===== src/rtl/lsu_pkg.sv =====
// Shared definitions for the load/store unit: request op encodings, FSM states,
// and the legality and alignment checks used when a request is accepted.
package lsu_pkg;

  localparam logic [2:0] OP_B  = 3'b000;
  localparam logic [2:0] OP_H  = 3'b001;
  localparam logic [2:0] OP_W  = 3'b010;
  localparam logic [2:0] OP_BU = 3'b100;
  localparam logic [2:0] OP_HU = 3'b101;

  typedef enum logic [2:0] {
    S_IDLE,
    S_LOAD,
    S_RMW_READ,
    S_STORE,
    S_RESP
  } lsu_state_t;

  function automatic logic is_misaligned(input logic [2:0] op, input logic [1:0] lo);
    case (op)
      OP_H, OP_HU: return lo[0];
      OP_W:        return lo != 2'b00;
      default:     return 1'b0;
    endcase
  endfunction

  // Unsigned codes only make sense for loads; a store carrying one is rejected.
  function automatic logic is_illegal(input logic [2:0] op, input logic write);
    case (op)
      OP_B, OP_H, OP_W: return 1'b0;
      OP_BU, OP_HU:     return write;
      default:          return 1'b1;
    endcase
  endfunction

endpackage


===== src/rtl/load_aligner.sv =====
// Combinational load-data lane select with sign or zero extension.
module load_aligner
  import lsu_pkg::*;
(
  input  logic [31:0] i_word,
  input  logic [1:0]  i_lane,
  input  logic [2:0]  i_op,
  output logic [31:0] o_data
);

  logic [7:0]  w_byte;
  logic [15:0] w_half;

  // Half lane comes from bit 1 only, so a half access with bit 0 set is force-aligned.
  assign w_byte = i_word[{i_lane, 3'b000} +: 8];
  assign w_half = i_word[{i_lane[1], 4'b0000} +: 16];

  always_comb begin
    o_data = i_word;
    case (i_op)
      OP_B:    o_data = {{24{w_byte[7]}}, w_byte};
      OP_BU:   o_data = {24'd0, w_byte};
      OP_H:    o_data = {{16{w_half[15]}}, w_half};
      OP_HU:   o_data = {16'd0, w_half};
      default: o_data = i_word;
    endcase
  end

endmodule


===== src/rtl/load_store_unit.sv =====
// Single-request load/store unit with read-modify-write for sub-word stores.
// Define LSU_MISALIGN_TRAP_EN to reject misaligned half/word accesses instead of force-aligning them.
module load_store_unit
  import lsu_pkg::*;
#(
  parameter int ADDR_WIDTH = 10
) (
  input  logic        clock,
  input  logic        reset,
  input  logic        reqValid,
  output logic        reqReady,
  input  logic        reqWrite,
  input  logic [2:0]  reqOp,
  input  logic [31:0] reqAddress,
  input  logic [31:0] reqWriteData,
  output logic        respValid,
  input  logic        respReady,
  output logic [31:0] respData,
  output logic        respError,
  output logic [31:0] memAddress,
  output logic        memWriteEnabled,
  output logic [31:0] memWriteInput,
  input  logic [31:0] memReadResult
);

  lsu_state_t              r_state, w_next;
  logic [2:0]              r_op;
  logic [ADDR_WIDTH+1:0]   r_addr;
  logic [15:0]             r_wdata;
  logic [31:0]             r_word;
  logic [31:0]             r_respData;
  logic                    r_respError;
  logic                    w_accept;
  logic                    w_bad;
  logic [31:0]             w_loadData;
  logic [31:0]             w_merged;

  function automatic logic [31:0] merge_store(input logic [31:0] word, input logic [15:0] data,
                                              input logic [2:0] op, input logic [1:0] lo);
    logic [31:0] m;
    m = word;
    if (op == OP_B) m[{lo, 3'b000} +: 8] = data[7:0];
    else            m[{lo[1], 4'b0000} +: 16] = data;
    return m;
  endfunction

  assign w_accept = reqValid && reqReady;
`ifdef LSU_MISALIGN_TRAP_EN
  assign w_bad = is_illegal(reqOp, reqWrite) || is_misaligned(reqOp, reqAddress[1:0]);
`else
  assign w_bad = is_illegal(reqOp, reqWrite);
`endif

  load_aligner u_load_aligner (
    .i_word (memReadResult),
    .i_lane (r_addr[1:0]),
    .i_op   (r_op),
    .o_data (w_loadData)
  );

  assign w_merged = merge_store(memReadResult, r_wdata, r_op, r_addr[1:0]);

  always_ff @(posedge clock or posedge reset) begin
    if (reset) r_state <= S_IDLE;
    else       r_state <= w_next;
  end

  always_comb begin
    w_next = r_state;
    case (r_state)
      S_IDLE: begin
        if (w_accept) begin
          if (w_bad)              w_next = S_RESP;
          else if (!reqWrite)     w_next = S_LOAD;
          else if (reqOp == OP_W) w_next = S_STORE;
          else                    w_next = S_RMW_READ;
        end
      end
      S_LOAD:     w_next = S_RESP;
      S_RMW_READ: w_next = S_STORE;
      S_STORE:    w_next = S_RESP;
      S_RESP:     if (respReady) w_next = S_IDLE;
      default:    w_next = S_IDLE;
    endcase
  end

  always_comb begin
    reqReady        = (r_state == S_IDLE) && !reset;
    respValid       = (r_state == S_RESP);
    memWriteEnabled = (r_state == S_STORE);
  end

  // Request latch and response capture; r_word holds the word that STORE writes.
  always_ff @(posedge clock or posedge reset) begin
    if (reset) begin
      r_op        <= OP_B;
      r_addr      <= '0;
      r_wdata     <= '0;
      r_word      <= '0;
      r_respData  <= '0;
      r_respError <= 1'b0;
    end else begin
      case (r_state)
        S_IDLE: if (w_accept) begin
          r_op        <= reqOp;
          r_addr      <= reqAddress[ADDR_WIDTH+1:0];
          r_wdata     <= reqWriteData[15:0];
          r_word      <= reqWriteData;
          r_respData  <= '0;
          r_respError <= w_bad;
        end
        S_LOAD:     r_respData <= w_loadData;
        S_RMW_READ: r_word     <= w_merged;
        default:    ;
      endcase
    end
  end

  assign memAddress    = {{(32 - ADDR_WIDTH){1'b0}}, r_addr[ADDR_WIDTH+1:2]};
  assign memWriteInput = r_word;
  assign respData      = r_respData;
  assign respError     = r_respError;

endmodule

===== config.mk =====
export PLATFORM = sky130hd
export DESIGN_NAME = load_store_unit
export DESIGN_NICKNAME = d
export VERILOG_FILES = /design/src/rtl/lsu_pkg.sv /design/src/rtl/load_aligner.sv /design/src/rtl/load_store_unit.sv
export SDC_FILE = /design/constraint.sdc
export NUM_CORES = 1
export LEC_CHECK = 0
export ABC_AREA = 1
export ABC_CLOCK_PERIOD_IN_PS = 7600
export BUFFER_PORTS_ARGS = -buffer_cell sky130_fd_sc_hd__clkbuf_2
export CORE_ASPECT_RATIO = 2
export CORE_MARGIN = 2
export CORE_UTILIZATION = 57
export CTS_CLUSTER_SIZE = 16
export DETAILED_ROUTE_END_ITERATION = 8
export GPL_TIMING_DRIVEN = 1
export PLACE_DENSITY = 0.86
export SLEW_MARGIN = 15
export SYNTH_ARGS = -nofsm -noshare
export SYNTH_HDL_FRONTEND = slang
export SYNTH_HIERARCHICAL = 1
export SYNTH_SLANG_ARGS = --single-unit

===== constraint.sdc =====
create_clock -name clock -period 7.6 [get_ports clock]
set_input_delay 0.38 -clock clock [delete_from_list [all_inputs] [get_ports clock]]
set_output_delay 0.38 -clock clock [all_outputs]
set_load 0.1 [all_outputs]

Yosys cells after proc, flatten, opt, wreduce, memory -nomap -nowiden. Cells that the tools add are included. Widths: inputs -> output; s select.

Shift operators: 6. Multiplexer cells: 15. Eq/ne operators: 13. Add/subtract/negate cells: 2. Reduce and logical (&&, ||, !) cells: 15.

Operators with widths (number): $pmux 32 s2 (2); $pmux 32 s4 (1); $mux 32 (3); $bwmux 32 (2); $shift 16x7->32 const A (1); $shift 8x7->32 const A (1); $shiftx 16x7->32 (1); $shiftx 32x6->16 (1); $shiftx 32x6->8 (1); $shiftx 8x7->32 (1); $eq 3x3->1 const B (5); $neg 5->7 (2); $pmux 3 s4 (1); $eq 3x1->1 const B (3); $eq 3x2->1 const B (3); $logic_not 3->1 (3); $mux 3 (3); $reduce_and 2->1 (4); $reduce_bool 2->1 (2); $reduce_or 2->1 (2); $reduce_or 3->1 (1); $logic_and 1x1->1 (2); $mux 2 (1); $ne 2x1->1 const B (1); 4 further kinds (4).

Bits in registers: 99. Logic and storage cells: 58.

Logic depth before layout (Yosys ltp). Gate-level depths: netlist of the first run.

Depth in word-level cells: 6. Depth in mapped cells: 12.

Hierarchy. Netlist of the first run, hierarchy kept.

By module, submodules not included: load_store_unit (area each 5758.0 µm², cells an instance 841, instances 1); load_aligner (area each 872.1 µm², cells an instance 169, instances 1).

Least setup slack after synthesis of the first run. OpenSTA, ideal clock, no wires.

Path kind: input to register. Start point: in reset. End point: reg r_word[24] (netlist: memWriteInput[24]). Arrival time: 3.451 ns. Required time: 7.479 ns. Cell stages on the path: 7. Buffers on the path: 1. Setup slack: 4.028 ns. Path through: inv_1 nand4_4 nand2_2 buf_2 nand2_1 nor2_1 nor2_1.

Cells in the longest elaborated chain, start to end: 5.

RTL lines: start: declaration (line load_store_unit.sv:9) `input logic reset,`; $logic_not 1->1 (no line); $logic_and 1x1->1 (line load_store_unit.sv:88) `reqReady = (r_state == S_IDLE) && !reset;`; $logic_and 1x1->1 (line load_store_unit.sv:47) `assign w_accept = reqValid && reqReady;`; $ne 2x2->1 (no line); $reduce_and 2->1 (no line); end signal: assignment (line load_store_unit.sv:108) `r_word <= reqWriteData;`; end signal: assignment (line load_store_unit.sv:113) `S_RMW_READ: r_word <= w_merged;`; end: declaration (line load_store_unit.sv:30) `logic [31:0] r_word;`.

No other way between the ends. A chain may end at the register's enable or synchronous reset.

Final worst setup path of the first run.
Start point: reg r_op[1]. End point: reg r_word[7] (netlist: memWriteInput[7]).

Cells in the longest elaborated chain, start to end: 3.

RTL lines: start: declaration (line load_store_unit.sv:27) `logic [2:0] r_op;`; start signal: assignment (line load_store_unit.sv:105) `r_op <= reqOp;`; $logic_not 3->1 (line load_store_unit.sv:42) `if (op == OP_B) m[{lo, 3'b000} +: 8] = data[7:0];`; $mux 32 (line load_store_unit.sv:42); $pmux 32 s2 (line load_store_unit.sv:103) `case (r_state)`.

No other way between the ends.

==> results of run 1 <==
-- placed cells by master, fill, tap and decap left out --
cell type  count
a21oi_1       48
and2_4         1
buf_4          4
bufinv_16      1
clkbuf_16      9
clkbuf_2     161
clkinv_1       3
clkinv_4       1
clkinv_8       1
conb_1        22
dfrtp_1       99
ha_1           5
inv_1         97
inv_2          4
inv_4          1
inv_6          3
inv_8          1
nand2_1      345
nand2_2        4
nand2_4        1
nand3_1       87
nand3_2       21
nand4_1        8
nand4_4        1
nor2_1       107
nor2_2         2
nor2_4         2
nor3_1         3
nor3_2         1
o211ai_1       2
o21ai_0       80
o21ai_1        2
or2_2          3
-- area by class of cell --
class | instances | area share [%]
multi-input cells | 745 | 44.3
inverters | 105 | 5.25
well taps | 142 | 2.35
clock inverters | 7 | 1.23
flip-flops and latches | 99 | 32.8
repair buffers | 165 | 11.1
clock buffers | 9 | 2.98
-- per-stage QoR --
step	instance area, um^2	hold WS, ns
final	7550	0.0378
after global routing	7550	0.0722
after CTS	7550	0.0585
after detailed placement	7240	0.442
after global placement	7240	0.436
after floorplan	6710	0.450
-- sequential cells by signal, summed over array words and instances, names as in the netlist --
signal / flops
r_state: 3
r_wdata: 16
respError: 1
r_addr: 12
memWriteInput: 32
respData: 32
r_op: 3
-- layer usage --
metal	track usage [%]	part of all wire, %	up-vias
met1	35.9	34	3120
li1	-	-	3340
met4	21.3	7.2	0
met5	0	0	-
met3	4.67	6.6	97
met2	55.8	52	352
-- worst max-delay path by stage --
stage	start	end	slack (ns)	cells past startpoint
global placement	r_op[1]	memWriteInput[7]	4.46	7
finish	r_op[1]	memWriteInput[7]	4.26	7
CTS	r_op[1]	memWriteInput[0]	4.36	7
detailed placement	r_op[1]	memWriteInput[0]	4.36	7
global route	r_op[1]	memWriteInput[7]	4.01	7
floorplan	reset	memWriteInput[24]	4.03	7
-- worst reg2reg max path: stages, from the launching register on --
cell      delay [ns]
dfrtp_1         1.07
clkinv_1        0.60
nand2_2         0.84
inv_1           0.36
nand2_1         0.15
nand2_1         0.10
nand2_1         0.07
nand2_1         0.05
-- cell usage after synthesis, types with 4 or more instances --
| cell | count |
|---|---|
| buf_2 | 26 |
| o21ai_0 | 80 |
| clkbuf_1 | 16 |
| buf_4 | 35 |
| dfrtp_1 | 99 |
| a21oi_1 | 48 |
| nand4_1 | 8 |
| nor2_1 | 107 |
| inv_2 | 4 |
| inv_1 | 98 |
| ha_1 | 5 |
| nand2_1 | 345 |
| nand3_1 | 88 |
| nand2_2 | 4 |
| nand3_2 | 20 |
-- cell families (layout without fill, tap and decap cells) --
kind of cell             count (synthesis)  after routing
AND/OR/NAND/NOR                        586            586
buffers and inverters                  187            286
AO/OA/AOI/OAI                          132            132
flip-flops                              99             99
adder cells (fa/ha/maj)                  5              5
other                                    1             22
==> results_dict.tcl, run 1 <==
set metrics [dict create \
    hold_class "primary input to asynchronous set/reset pin" \
    grt_pass1_vias 6266 \
    synth_top_cell_area_share_pct 37.4 \
    post_cts_buffers 0 \
    worst_path_most_repeated_cell "nand2_1" \
    grtUsageTotal_pct 32.3 \
    synth_top_family_by_area "simple AND/OR/NAND/NOR gates" \
    avgRoutedWirePerCell_um 15.4 \
    synth_edf_count 0 \
    outcome "finished clean" \
    io_pins 204 \
    ctsRootBufferMaster "clkbuf_16" \
    clock_sinks 99 \
    hold_buffers 0 \
    antenna_cells 0 \
    grt_max_degree 67 \
    h-tree-depth 3 \
    critPathArrivalTime_ns 3.59 \
    synth_top_area_cell "dfrtp_1" \
    fill_cells 1034 \
    clock_skew_ns 0.0108 \
    reg2reg_to "memWriteInput[7]" \
    syn_area_um2 6630 \
    setup_viol 0 \
    worst_pin_slew_ns 1.10 \
    fin_crit_sh_pct 43.9 \
    cts_resized 0 \
    multi_input_area_um2 3350 \
    gp_congestion 0.977 \
    io_buffers 161 \
    ys.warnings.count 6 \
    max_freq_mhz 300 \
    crit_type "flop to flop" \
    synthCells 1010 \
    regToRegSetupSlack_ns 4.26 \
    fp-row-count 55 \
    ant_nets 0 \
    rsz0062_at_grt "false" \
    placed_cells 1256 \
    dr.pass1.iters 7 \
    cp.required_ns 7.86 \
    area_delta_synth_final_pct 13.9 \
    via_per_inst 5.43 \
    synth.ff_latch_count 99 \
    finalCoreUtilization_pct 66.5 \
    setup_slack_ns 4.26 \
    overflow 0 \
    cts_buffer_depth 2 \
    crit_slowest_cell "dfrtp_1" \
    period_minus_slack_ns 3.34 \
    fin_setup_tns_ns 0 \
    dieArea_um2 12600 \
    regArea_um2 2480 \
    cts-buffers-inserted 9 \
    die-width_um 80.3 \
    synth_area_leaders "dfrtp_1 37%, nand2_1 20%, nand3_1 6.6%" \
    critical_path.max_fanout 49 \
    clk_latency_ns 0.36 \
    crit_family "simple AND/OR/NAND/NOR gates" \
    drt-total-wl_um 19600 \
    synth_xor_area_share_pct 0 \
    final_layout_size_suffix_gt1_share_pct 19.6 \
    path_cells "clkinv_1 > nand2_2 > inv_1 > nand2_1 > nand2_1 > nand2_1 > nand2_1" \
    pre_cts_ws_ns 4.36 \
    synthArstFlopShare_pct 100 \
    final_max_slew_viol_count 0 \
    cp-end-kind "flop" \
    slew_headroom_pct 26.6 \
    finalNetCount 1234 \
    hold_viol 0 \
    synth_flop_cell "dfrtp_1" \
    max_stage_delay_ns 1.07 \
    drt_iter0_drc 524 \
    start_util_pct 58.4 \
    grt_first_pass_wirelength_um 31100 \
    vias 6909 \
    maxCapViolations 0 \
    yosys.area_share.simple_pct 38.2 \
    critPathLaunchType "flop" \
    worst-r2r-cell-count 7 \
    antenna_found_initial 0 \
    synth_mux_area_share_pct 0 \
    synth_compound_area_share_pct 10.0 \
    drc 0 \
    yosysSeqAreaShare_pct 37.4 \
    synth_cell_types 29 \
    clk_pin_slew_ns 0.08 \
    synth_area_per_cell_um2 6.56 \
    stdcell_count 1272 \
    synth_fa_ha_area_share_pct 0.944 \
    dpl.hpwl_um 14300 \
    tritoncts "done" \
    core_area_um2 11400 \
    crit_buf_inv 2 \
    r2r_start "r_op[1]" \
    die_height_um 157 \
]
Power of run 1 is not shown: default switching activity piles up to over one toggle a cycle in this logic, so the estimate is an artifact.
==> inputs of run 2 (changes only) <==
- ABC_CLOCK_PERIOD_IN_PS: 7600 -> 3150
- CORE_UTILIZATION: 57 -> 52
- PLACE_DENSITY: 0.86 -> 0.79
- clock period: 7.6 -> 3.15 ns (I/O delays scaled with it)
==> results_dict.tcl, run 2 (synthesized netlist as in run 1, its figures left out) <==
set metrics [dict create \
    hold_class "primary input to flop" \
    clk_latency_ns 0.35 \
    area_delta_synth_final_pct 15.9 \
    cp-end-kind "flop" \
    grt_first_pass_wirelength_um 31400 \
    final_layout_size_suffix_gt1_share_pct 20.0 \
    io_pins 204 \
    final_max_slew_viol_count 0 \
    setup_viol 0 \
    h-tree-depth 3 \
    drt_iter0_drc 398 \
    antenna_found_initial 0 \
    antenna_cells 0 \
    worst_path_most_repeated_cell "nor2_1" \
    start_util_pct 53.1 \
    crit_slowest_cell "dfrtp_1" \
    worst_pin_slew_ns 0.911 \
    max_freq_mhz 421 \
    drc 0 \
    max_stage_delay_ns 0.55 \
    crit_type "flop to flop" \
    grt_pass1_vias 6298 \
    clk_pin_slew_ns 0.08 \
    dr.pass1.iters 5 \
    die-width_um 83.8 \
    grtUsageTotal_pct 29.3 \
    die_height_um 164 \
    critPathArrivalTime_ns 2.62 \
    rsz0062_at_grt "false" \
    clock_skew_ns 0.00839 \
    tritoncts "done" \
    critPathLaunchType "flop" \
    outcome "finished clean" \
    grt_max_degree 65 \
    gp_congestion 0.949 \
    maxCapViolations 0 \
    ctsRootBufferMaster "clkbuf_16" \
    period_minus_slack_ns 2.38 \
    slew_headroom_pct 39.1 \
    fin_setup_tns_ns 0 \
    cts_buffer_depth 2 \
    placed_cell_area_um2 7300 \
    dpl.hpwl_um 15100 \
    via_per_inst 5.29 \
    dieArea_um2 13700 \
    cp.required_ns 3.39 \
    drt-total-wl_um 20300 \
    layout_common_cells "345 x nand2_1, 161 x clkbuf_2, 107 x nor2_1" \
    critical_path.max_fanout 12 \
    avgRoutedWirePerCell_um 15.6 \
    io_buffers 161 \
    path_cells "inv_2 > ha_1 > clkinv_1 > nand3_1 > nor2_1 > nor2_1 > nor2_1 > nor2_1 > nor2_1" \
    fp-row-count 58 \
    mostFrequentLayoutCell "nand2_1" \
    clock_sinks 99 \
    setup_slack_ns 0.774 \
    overflow 0 \
    fin_crit_sh_pct 75.4 \
    finalNetCount 1250 \
    core_area_um2 12500 \
    ant_nets 0 \
    cts-buffers-inserted 9 \
    vias 6851 \
    pre_cts_ws_ns 0.839 \
    hold_viol 0 \
    final_cell_area_um2 7690 \
]
## run 2: changes by cell type in the layout (fill, tap and decap cells not counted), sizes merged
| cell | change |
|---|---|
| dlygate4sd3 | +9 |
| buf | +7 |
| clkinvlp | +3 |
| inv | -2 |
| bufinv | -1 |
## run 2: final timing paths
kind / startpoint / endpoint / slack, ns / cells after the start
setup / recovery: r_addr[1] / memWriteInput[29] / 0.77 / 9
setup reg to reg: r_addr[1] / memWriteInput[29] / 0.77 / 9
max in group asynchronous: reset / memWriteInput[18] / 2.00 / 4
hold / removal: reqAddress[2] / r_addr[2] / 0.01 / 3
min in group asynchronous: reset / r_addr[9] / 0.02 / 3
hold reg to reg: memWriteInput[2] / memWriteInput[2] / 0.48 / 2
## run 2: cell type report
cell class / instances / area, um^2
Timing Repair Buffer: 181 / 978
Tap cell: 150 / 188
Clock inverter: 7 / 71.3
Clock buffer: 9 / 225
Multi-Input combinational cell: 745 / 3350
Sequential cell: 99 / 2480
Inverter: 105 / 398
Fill cell: 1263 / 4800
## run 2: per-stage QoR
stage               hold WS, ns  util (%)  std cells
detailed placement        0.361      58.5       1271
global route             0.0257      61.6       1296
finish                  0.00985      61.6       1296
floorplan                 0.267         -       1031
global placement          0.353      58.5       1271
CTS                     0.00537      61.6       1296
## run 2: timing repair
action / in CTS / in global routing
resized for setup: 0 / 0
hold buffers: 9 / 0
setup buffers: 0 / 0
endpoints found under the hold margin: 9 / 0
## run 2: critical path: cells and delay by family (launching register included)
kind | cells | cell delay (ns)
AND/OR/NAND/NOR | 6 | 0.72
buffers and inverters | 2 | 0.57
flip-flops | 1 | 0.55
adder cells (fa/ha/maj) | 1 | 0.41
## run 2: per-layer routing
| layer | vias up | GRT usage, % | share of wire, % |
|---|---|---|---|
| met2 | 299 | 54.0 | 53 |
| met4 | 0 | 19.4 | 7.0 |
| met3 | 88 | 3.47 | 5.5 |
| met5 | - | 0 | 0 |
| met1 | 3091 | 30.8 | 35 |
| li1 | 3373 | - | - |
Power of run 2 is left out for the same reason.
